### config.mk
export PLATFORM = sky130hd
export DESIGN_NAME = rect_fill_engine
export DESIGN_NICKNAME = d
export VERILOG_FILES = /design/src/rtl/rect_fill_engine.sv
export SDC_FILE = /design/constraint.sdc
export NUM_CORES = 1
export LEC_CHECK = 0
export CAP_MARGIN = 0
export CELL_PAD_IN_SITES_DETAIL_PLACEMENT = 0
export CELL_PAD_IN_SITES_GLOBAL_PLACEMENT = 1
export CORE_MARGIN = 2
export CORE_UTILIZATION = 34
export CTS_CLUSTER_SIZE = 8
export DETAILED_ROUTE_END_ITERATION = 10
export GPL_ROUTABILITY_DRIVEN = 1
export GPL_TIMING_DRIVEN = 0
export PLACE_DENSITY = 0.77
export SYNTH_ARGS = -nofsm -noshare
export SYNTH_HDL_FRONTEND = slang
export SYNTH_SLANG_ARGS = --single-unit
### constraint.sdc
create_clock -name clk -period 3.9 [get_ports clk]
set_input_delay 0.78 -clock clk [delete_from_list [all_inputs] [get_ports clk]]
set_output_delay 0.78 -clock clk [all_outputs]
set_load 0.05 [all_outputs]
### src/rtl/rect_fill_engine.sv
// Rectangle rasteriser: emits one (x, y, colour, plot) pixel per clock straight into the VGA write port.
// Latency: pixel (0,0) is shown the cycle after the go edge, then W*H pixel cycles, then a one-cycle done.
// Backpressure: none downstream; go is only honoured when busy=0, and all inputs are latched at that edge.
//
// Ports:
//   clk, resetn              clock, asynchronous active-low reset
//   go                       start request (sampled only while idle)
//   x_in, y_in               top-left origin
//   w_in, h_in               size in pixels, clamped to MAX_W / MAX_H
//   colour_in, outline       draw colour; 0 = filled, 1 = border only
//   busy, done               handshake: busy while drawing/finishing, done pulses one cycle at the end
//   x_out, y_out, colour_out, plot   registered pixel write to the VGA adapter
//
// Optional build macro RECT_CLIP_EN: suppress plot for pixels whose unwrapped coordinate falls off
// the SCREEN_W x SCREEN_H visible area. Without it coordinates simply wrap modulo 2^X_BITS / 2^Y_BITS.
module rect_fill_engine #(
    parameter int MAX_W       = 16,
    parameter int MAX_H       = 16,
    parameter int X_BITS      = 8,
    parameter int Y_BITS      = 7,
    parameter int COLOUR_BITS = 3,
    parameter int SCREEN_W    = 160,
    parameter int SCREEN_H    = 120
) (
    input  logic                         clk,
    input  logic                         resetn,
    input  logic                         go,
    input  logic [X_BITS-1:0]            x_in,
    input  logic [Y_BITS-1:0]            y_in,
    input  logic [$clog2(MAX_W+1)-1:0]   w_in,
    input  logic [$clog2(MAX_H+1)-1:0]   h_in,
    input  logic [COLOUR_BITS-1:0]       colour_in,
    input  logic                         outline,
    output logic                         busy,
    output logic                         done,
    output logic [X_BITS-1:0]            x_out,
    output logic [Y_BITS-1:0]            y_out,
    output logic [COLOUR_BITS-1:0]       colour_out,
    output logic                         plot
);

    localparam int WW = $clog2(MAX_W + 1);
    localparam int HW = $clog2(MAX_H + 1);

    localparam logic [WW-1:0]     LP_MAX_W = WW'(MAX_W);
    localparam logic [HW-1:0]     LP_MAX_H = HW'(MAX_H);
    localparam logic [WW-1:0]     LP_W1    = WW'(1);
    localparam logic [HW-1:0]     LP_H1    = HW'(1);
    localparam logic [X_BITS:0]   LP_SCR_W = (X_BITS+1)'(SCREEN_W);
    localparam logic [Y_BITS:0]   LP_SCR_H = (Y_BITS+1)'(SCREEN_H);

`ifdef RECT_CLIP_EN
    localparam bit LP_CLIP = 1'b1;
`else
    localparam bit LP_CLIP = 1'b0;
`endif

    typedef enum logic [1:0] {
        S_IDLE   = 2'd0,
        S_DRAW   = 2'd1,
        S_FINISH = 2'd2
    } state_t;

    state_t r_state, w_nxt_state;

    // Latched rectangle parameters
    logic [X_BITS-1:0]      r_x0;
    logic [Y_BITS-1:0]      r_y0;
    logic [WW-1:0]          r_w;
    logic [HW-1:0]          r_h;
    logic [COLOUR_BITS-1:0] r_colour;
    logic                   r_outline;

    // Offsets of the pixel currently on the outputs
    logic [WW-1:0]          r_xo, w_nxt_xo;
    logic [HW-1:0]          r_yo, w_nxt_yo;

    // Registered outputs
    logic                   r_busy, r_done, r_plot;
    logic [X_BITS-1:0]      r_x;
    logic [Y_BITS-1:0]      r_y;
    logic [COLOUR_BITS-1:0] r_colour_out;

    logic                   w_latch, w_emit, w_nxt_busy, w_nxt_done, w_nxt_plot;
    logic [WW-1:0]          w_cw;
    logic [HW-1:0]          w_ch;
    logic                   w_xend, w_last;

    // Pixel parameter sources: while idle the first pixel is built from the live inputs
    // (they are being latched on the same edge), afterwards from the latched copies.
    logic [X_BITS-1:0]      w_src_x0;
    logic [Y_BITS-1:0]      w_src_y0;
    logic [WW-1:0]          w_src_w;
    logic [HW-1:0]          w_src_h;
    logic [COLOUR_BITS-1:0] w_src_colour;
    logic                   w_src_outline;

    logic [X_BITS:0]        w_xsum;
    logic [Y_BITS:0]        w_ysum;
    logic                   w_border, w_on_screen;

    assign w_cw = (w_in > LP_MAX_W) ? LP_MAX_W : w_in;
    assign w_ch = (h_in > LP_MAX_H) ? LP_MAX_H : h_in;

    assign w_src_x0      = (r_state == S_IDLE) ? x_in      : r_x0;
    assign w_src_y0      = (r_state == S_IDLE) ? y_in      : r_y0;
    assign w_src_w       = (r_state == S_IDLE) ? w_cw      : r_w;
    assign w_src_h       = (r_state == S_IDLE) ? w_ch      : r_h;
    assign w_src_colour  = (r_state == S_IDLE) ? colour_in : r_colour;
    assign w_src_outline = (r_state == S_IDLE) ? outline   : r_outline;

    assign w_xend = (r_xo == r_w - LP_W1);
    assign w_last = w_xend && (r_yo == r_h - LP_H1);

    // One extra bit keeps the unwrapped coordinate for the on-screen test; the output takes the low bits.
    assign w_xsum = {1'b0, w_src_x0} + (X_BITS+1)'(w_nxt_xo);
    assign w_ysum = {1'b0, w_src_y0} + (Y_BITS+1)'(w_nxt_yo);

    assign w_border = !w_src_outline
                   || (w_nxt_xo == '0) || (w_nxt_xo == w_src_w - LP_W1)
                   || (w_nxt_yo == '0) || (w_nxt_yo == w_src_h - LP_H1);

    assign w_on_screen = !LP_CLIP || ((w_xsum < LP_SCR_W) && (w_ysum < LP_SCR_H));

    assign w_nxt_plot = w_emit && w_border && w_on_screen;

    always_ff @(posedge clk or negedge resetn) begin
        if (!resetn) begin
            r_state <= S_IDLE;
        end else begin
            r_state <= w_nxt_state;
        end
    end

    always_comb begin
        w_nxt_state = r_state;
        w_nxt_xo    = r_xo;
        w_nxt_yo    = r_yo;
        w_latch     = 1'b0;
        w_emit      = 1'b0;
        w_nxt_busy  = 1'b0;
        w_nxt_done  = 1'b0;
        unique case (r_state)
            S_IDLE: begin
                if (go) begin
                    w_latch    = 1'b1;
                    w_nxt_busy = 1'b1;
                    w_nxt_xo   = '0;
                    w_nxt_yo   = '0;
                    if ((w_cw == '0) || (w_ch == '0)) begin
                        // Degenerate rectangle: skip straight to the done cycle.
                        w_nxt_state = S_FINISH;
                        w_nxt_done  = 1'b1;
                    end else begin
                        w_nxt_state = S_DRAW;
                        w_emit      = 1'b1;
                    end
                end
            end
            S_DRAW: begin
                w_nxt_busy = 1'b1;
                if (w_last) begin
                    w_nxt_state = S_FINISH;
                    w_nxt_done  = 1'b1;
                end else begin
                    w_emit = 1'b1;
                    if (w_xend) begin
                        w_nxt_xo = '0;
                        w_nxt_yo = r_yo + LP_H1;
                    end else begin
                        w_nxt_xo = r_xo + LP_W1;
                    end
                end
            end
            S_FINISH: begin
                w_nxt_state = S_IDLE;
                w_nxt_xo    = '0;
                w_nxt_yo    = '0;
            end
            default: begin
                w_nxt_state = S_IDLE;
            end
        endcase
    end

    always_ff @(posedge clk or negedge resetn) begin
        if (!resetn) begin
            r_x0         <= '0;
            r_y0         <= '0;
            r_w          <= '0;
            r_h          <= '0;
            r_colour     <= '0;
            r_outline    <= 1'b0;
            r_xo         <= '0;
            r_yo         <= '0;
            r_busy       <= 1'b0;
            r_done       <= 1'b0;
            r_plot       <= 1'b0;
            r_x          <= '0;
            r_y          <= '0;
            r_colour_out <= '0;
        end else begin
            r_xo   <= w_nxt_xo;
            r_yo   <= w_nxt_yo;
            r_busy <= w_nxt_busy;
            r_done <= w_nxt_done;
            r_plot <= w_nxt_plot;
            if (w_latch) begin
                r_x0      <= x_in;
                r_y0      <= y_in;
                r_w       <= w_cw;
                r_h       <= w_ch;
                r_colour  <= colour_in;
                r_outline <= outline;
            end
            if (w_emit) begin
                r_x          <= w_xsum[X_BITS-1:0];
                r_y          <= w_ysum[Y_BITS-1:0];
                r_colour_out <= w_src_colour;
            end
        end
    end

    assign busy       = r_busy;
    assign done       = r_done;
    assign plot       = r_plot;
    assign x_out      = r_x;
    assign y_out      = r_y;
    assign colour_out = r_colour_out;

endmodule

==> results of run 1 <==
[critical path: stages, from the launching register on]
cell and delay [ps]:
dfrtp_1 410, inv_1 90, ha_1 300, xnor2_1 130
a211oi_2 280, o311a_4 280, clkbuf_4 210, a31oi_1 120
a31oi_2 290, ha_1 240, inv_1 60, fa_1 390
inv_1 70, a21oi_1 60, o21bai_1 210, a21oi_1 100
nor2_1 140, xor2_1 150, o21ai_0 80
[power breakdown]
group,total [mW],switching [mW],internal (mW)
registers,1.18,0.219,0.963
logic,3.27,1.88,1.39
clock network,0.742,0.295,0.447
total,5.20,2.40,2.80
[synthesized netlist by cell type (2+ instances only)]
library cell   n  share of area (%)
a211oi_1       2               0.38
a21o_1         3               0.57
a21oi_1       17                2.2
a31oi_1        9                1.4
a41oi_1        2               0.44
clkbuf_1      18                1.7
dfrtp_1       62                 39
ha_1          14                4.4
inv_1         13                1.2
mux2_2        26                7.4
mux2i_1       15                3.8
nand2_1       64                6.1
nand2b_1      11                1.7
nand3_1       10                1.3
nand3b_1       2               0.38
nand4_1        6               0.95
nor2_1        21                2.0
nor2b_1        2               0.32
nor3_1        11                1.4
nor3b_1        3               0.57
nor4_1         2               0.32
o211ai_1       3               0.57
o211ai_2       3               0.95
o21a_1         5               0.95
o21ai_0       22                2.8
o21bai_1       2               0.38
o31ai_1        5               0.95
or2_2          2               0.32
or3_1          2               0.32
or4_1          3               0.57
xnor2_1       22                4.9
xor2_1        10                2.2
[repair_timing]
| item | CTS | global route |
|---|---|---|
| setup endpoints to repair | 5 | 3 |
| endpoints found under the hold margin | 0 | 0 |
| resized for setup | 3 | 2 |
| buffers inserted | 0 | 5 |
| pin swaps | 0 | 1 |
[state kept, by name, summed over array words and instances, names as in the netlist, 2 cells and up]
register	count
r_state	2
r_y0	7
r_colour	3
r_xo	5
x_out	8
y_out	7
r_yo	5
colour_out	3
r_x0	8
r_w	5
r_h	5
[worst paths after layout]
check / end / slack, ps
setup / recovery: y_out[6] / 150
hold / removal: x_out[1] / 480
setup reg to reg: y_out[6] / 150
hold reg to reg: x_out[1] / 480
max in group asynchronous: r_w[0] / 2830
min in group asynchronous: r_h[2] / 530
[area by class of cell]
cell class | count | area [um2]
plain buffers | 18 | 72.6
flip-flops and latches | 62 | 1550
clock inverters | 3 | 20.0
fillers | 1102 | 6410
inverters | 15 | 56.3
repair buffers | 57 | 556
multi-input cells | 322 | 2280
well taps | 143 | 179
clock buffers | 13 | 250
[routing by layer]
layer | vias up | global-route usage, % | routed length [um]
met5 | - | 0 | 0
met4 | 0 | 5.10 | 179
met3 | 17 | 2.67 | 440
met2 | 80 | 27.2 | 4810
met1 | 1596 | 23.8 | 4880
li1 | 1623 | - | -
[metrics by stage]
step           hold slack, ps  TNS [ps]
2_1_floorplan             473         0
3_3_place_gp              459     -5740
3_5_place_dp              458      -431
4_1_cts                   479         0
5_1_grt                   499     -31.8
6_report                  477         0
[cell families (layout without fill, tap and decap cells)]
logic type / count (synthesis) / after routing
simple gates: 146 / 146
compound gates: 85 / 85
flops: 62 / 62
buf+inv: 34 / 106
xor+xnor: 34 / 34
mux: 41 / 41
fa+ha+maj: 16 / 16
==> results.yml, run 1 <==
setup_path:
  critPathKind: "flop to flop"
  r2r-start: "r_w[0]"
  cp.arrival_ps: 3930
  critPathMaxFanout: 10
  reg2reg_depth: 18
  start_kind: "flop"
  crit_required_ps: 4080
  critPathCaptureType: "flop"
  startpoint: "r_w[0]"
detailed_routing:
  routed_wl_mm: 10.3
  via_count: 3316
  first_pass_iters: 4
  drtIter0Drc: 217
  drtAntennaViolNets: 0
  avgRoutedWirePerCell_um: 16.3
  drc: 0
  vias_per_cell: 5.24
min_path:
  hold_depth: 2
  min_from: "x_out[1]"
  hp-class: "flop to flop"
sta:
  hold_viol_final: 0
  finClkSkew_ps: 7.95
  setup_ws_ps: 148
  final_max_slew_viol_count: 0
  setup_violations: 0
  worstMarginPinSlew_ps: 803
  period_needed_ps: 3750
  fmax_mhz: 267
  fin_crit_sh_pct: 96.2
  slew_headroom_pct: 46.5
power:
  power.total_mw: 5.20
  vdd.ir_drop.worst_mv: 0.531
  power.density_nw_per_um2: 1050
  leakage_nw: 2.09
yosys:
  yosys_warnings: 0
  synth_flop_cell: "dfrtp_1"
  synth_fp_nets: 465
  synth-edff-count: 0
  synth_mux_area_share_pct: 11.2
  syn_area_um2: 3940
  netlist_instances: 418
  synthAdderAreaFrac_pct: 5.20
  synth-compound-area-share_pct: 14.8
  synth_simple_gate_area_share_pct: 17.8
  synth_xor_xnor_area_share_pct: 8.28
  async_flop_share_pct: 100
  ys_ff_latch: 62
  seq_area_frac_synth_pct: 39.4
  synth_cell_types: 58
  avgSynthCellArea_um2: 9.43
  synth_top_family_by_area: "simple AND/OR/NAND/NOR gates"
final_layout:
  stdcell_count: 633
  final_cell_mix: "nand2_1 (64), dfrtp_1 (62), clkdlybuf4s50_1 (51)"
  area_growth_pct: 25.8
  nets: 532
  stdcell_area_um2: 4960
  final_common_cell: "nand2_1"
  antenna_cells: 0
  drive_gt1_share_pct: 12.2
  final_util_pct: 43.6
grt:
  grt_overflow: 0
  grt_max_degree: 63
  grt.total_usage_pct: 17.0
  antenna_found_initial: 0
  grt_pass1_vias: 3217
  grt_first_pass_wirelength_mm: 16.9
clocking:
  clock_sinks: 62
  clk_pin_slew_ps: 60
  cts_max_path_buffers: 2
  cts_buffers: 9
  htree_levels: 3
  clockRootBuffer: "clkbuf_16"
  tritoncts: "built"
  postCtsHoldBufs: 0
  clock_latency_ps: 330
floorplan:
  die_height_um: 112
  dieArea_um2: 12500
  fp.dieW_um: 112
  num_rows: 39
  core_area_um2: 11400
  start_util_pct: 34.7
  io_pins: 53
placement:
  place_congestion: 0.818
  preCtsSetupSlack_ps: -272
  dp_cells: 613
  portBuffers: 52
  place_hpwl_mm: 7.42
  place_area_um2: 4640
run_status:
  status: "finished, final reports clean"
job:
  max_cap_viol_count: 0
No activity file was read; power rests on OpenSTA's default activity.
==> run 2: changes to the inputs <==
- CORE_UTILIZATION: 34 -> 43
- PLACE_DENSITY: 0.77 -> 0.92
==> run 2 against run 1 <==
Net effect: utilization rose by 12 points; die area down 20%; via count up 2.1%; critical path type unchanged; critical endpoint unchanged.
==> results.yml, run 2 (synthesis gave the netlist of run 1 again) <==
run_status:
  status: "finished, final reports clean"
floorplan:
  io_pins: 53
  core_area_um2: 8810
  fp.dieW_um: 99.8
  dieArea_um2: 9950
  die_height_um: 99.8
  start_util_pct: 44.8
  num_rows: 34
sta:
  slew_headroom_pct: 40.8
  worstMarginPinSlew_ps: 887
  setup_violations: 0
  final_max_slew_viol_count: 0
  finClkSkew_ps: 11.3
  worst_hold_slack_ps: 472
  hold_viol_final: 0
  fmax_mhz: 271
  period_needed_ps: 3690
  setup_tns_ps: 0
  fin_crit_sh_pct: 94.6
grt:
  grt_overflow: 0
  grt_pass1_vias: 3344
  grt_max_degree: 39
  antenna_found_initial: 0
  grt.total_usage_pct: 20.6
  grt_first_pass_wirelength_mm: 16.3
detailed_routing:
  routed_wl_mm: 9.84
  first_pass_iters: 5
  drtAntennaViolNets: 0
  drc: 0
  drtIter0Drc: 306
  via_count: 3387
  avgRoutedWirePerCell_um: 16.5
  vias_per_cell: 5.66
final_layout:
  area_growth_pct: 23.3
  nets: 532
  final_util_pct: 55.2
  stdcell_count: 598
  final_common_cell: "nand2_1"
  final_cell_mix: "nand2_1 (64), dfrtp_1 (62), clkdlybuf4s50_1 (51)"
  antenna_cells: 0
  drive_gt1_share_pct: 12.9
clocking:
  tritoncts: "built"
  clock_sinks: 62
  clk_pin_slew_ps: 80
  clock_latency_ps: 340
  cts_buffers: 9
  htree_levels: 3
  clockRootBuffer: "clkbuf_8"
  postCtsHoldBufs: 0
  cts_max_path_buffers: 2
power:
  leakage_nw: 2.07
  power.total_mw: 5.02
  vdd.ir_drop.worst_mv: 0.506
  power.density_nw_per_um2: 1030
setup_path:
  critPathCaptureType: "flop"
  cp.arrival_ps: 3880
  critPathKind: "flop to flop"
  start_kind: "flop"
  crit_required_ps: 4090
  critPathMaxFanout: 10
placement:
  portBuffers: 52
  place_congestion: 0.855
  place_hpwl_mm: 7.14
  dp_cells: 579
min_path:
  hp-class: "flop to flop"
job:
  max_cap_viol_count: 0
-- run 2: cell count changes in the layout (fill, tap and decap cells not counted), sizes merged --
cell	before	now
bufinv	0	1
clkbuf	31	28
clkinv	2	5
clkinvlp	2	1
-- run 2: final cells by class --
cell class                 count  area [um2]
fill                         748        3940
clock inverter                 6        61.3
timing repair buffer          57         566
tap                          108         135
sequential                    62        1550
multi-input combinational    322        2280
buffer                        18        72.6
clock buffer                  10         138
inverter                      15        56.3
-- run 2: power breakdown --
part	internal (mW)	switching [mW]
logic	1.38	1.88
clock network	0.310	0.269
registers	0.962	0.220
-- run 2: worst paths after layout --
path / startpoint / end / slack (ps) / cells after the start
setup / recovery: r_w[0] / y_out[6] / 210 / 18
hold / removal: x_out[1] / x_out[1] / 470 / 2
setup reg to reg: r_w[0] / y_out[6] / 210 / 18
hold reg to reg: x_out[1] / x_out[1] / 470 / 2
max in group asynchronous: resetn / r_state[1] / 2690 / 2
min in group asynchronous: resetn / y_out[1] / 560 / 1
-- run 2: repair_timing --
| action | CTS | global route |
|---|---|---|
| setup endpoints to repair | 1 | 2 |
| pin swaps | 0 | 1 |
| buffers inserted | 0 | 4 |
| resized for setup | 2 | 4 |
-- run 2: critical path: stages (launching register included) --
cell and delay [ps]:
dfrtp_1 420, inv_1 90, ha_1 310, xnor2_1 140
a211oi_2 280, o311a_4 280, clkbuf_4 210, a31oi_1 110
a31oi_2 260, ha_1 210, inv_1 50, fa_1 390
inv_1 70, a21oi_1 60, o21bai_1 210, a21oi_1 100
nor2_1 120, xor2_1 140, o21ai_0 90
-- run 2: per-stage QoR --
| stage | cell area, um2 | setup WS (ps) |
|---|---|---|
| final | 4860 | 209 |
| after global routing | 4860 | -13.7 |
| after CTS | 4820 | 42.9 |
| after detailed placement | 4610 | -108 |
| after global placement | 4600 | -80.9 |
| after floorplan | 3940 | 535 |
-- run 2: routing by layer --
metal / up-vias / part of all wire [%] / track usage, % / routed length (um)
li1: 1626 / - / - / -
met5: - / 0 / 0 / 0
met1: 1633 / 46 / 27.7 / 4550
met2: 111 / 47 / 33.7 / 4620
met4: 0 / 1.8 / 5.27 / 175
met3: 17 / 5.1 / 4.92 / 497
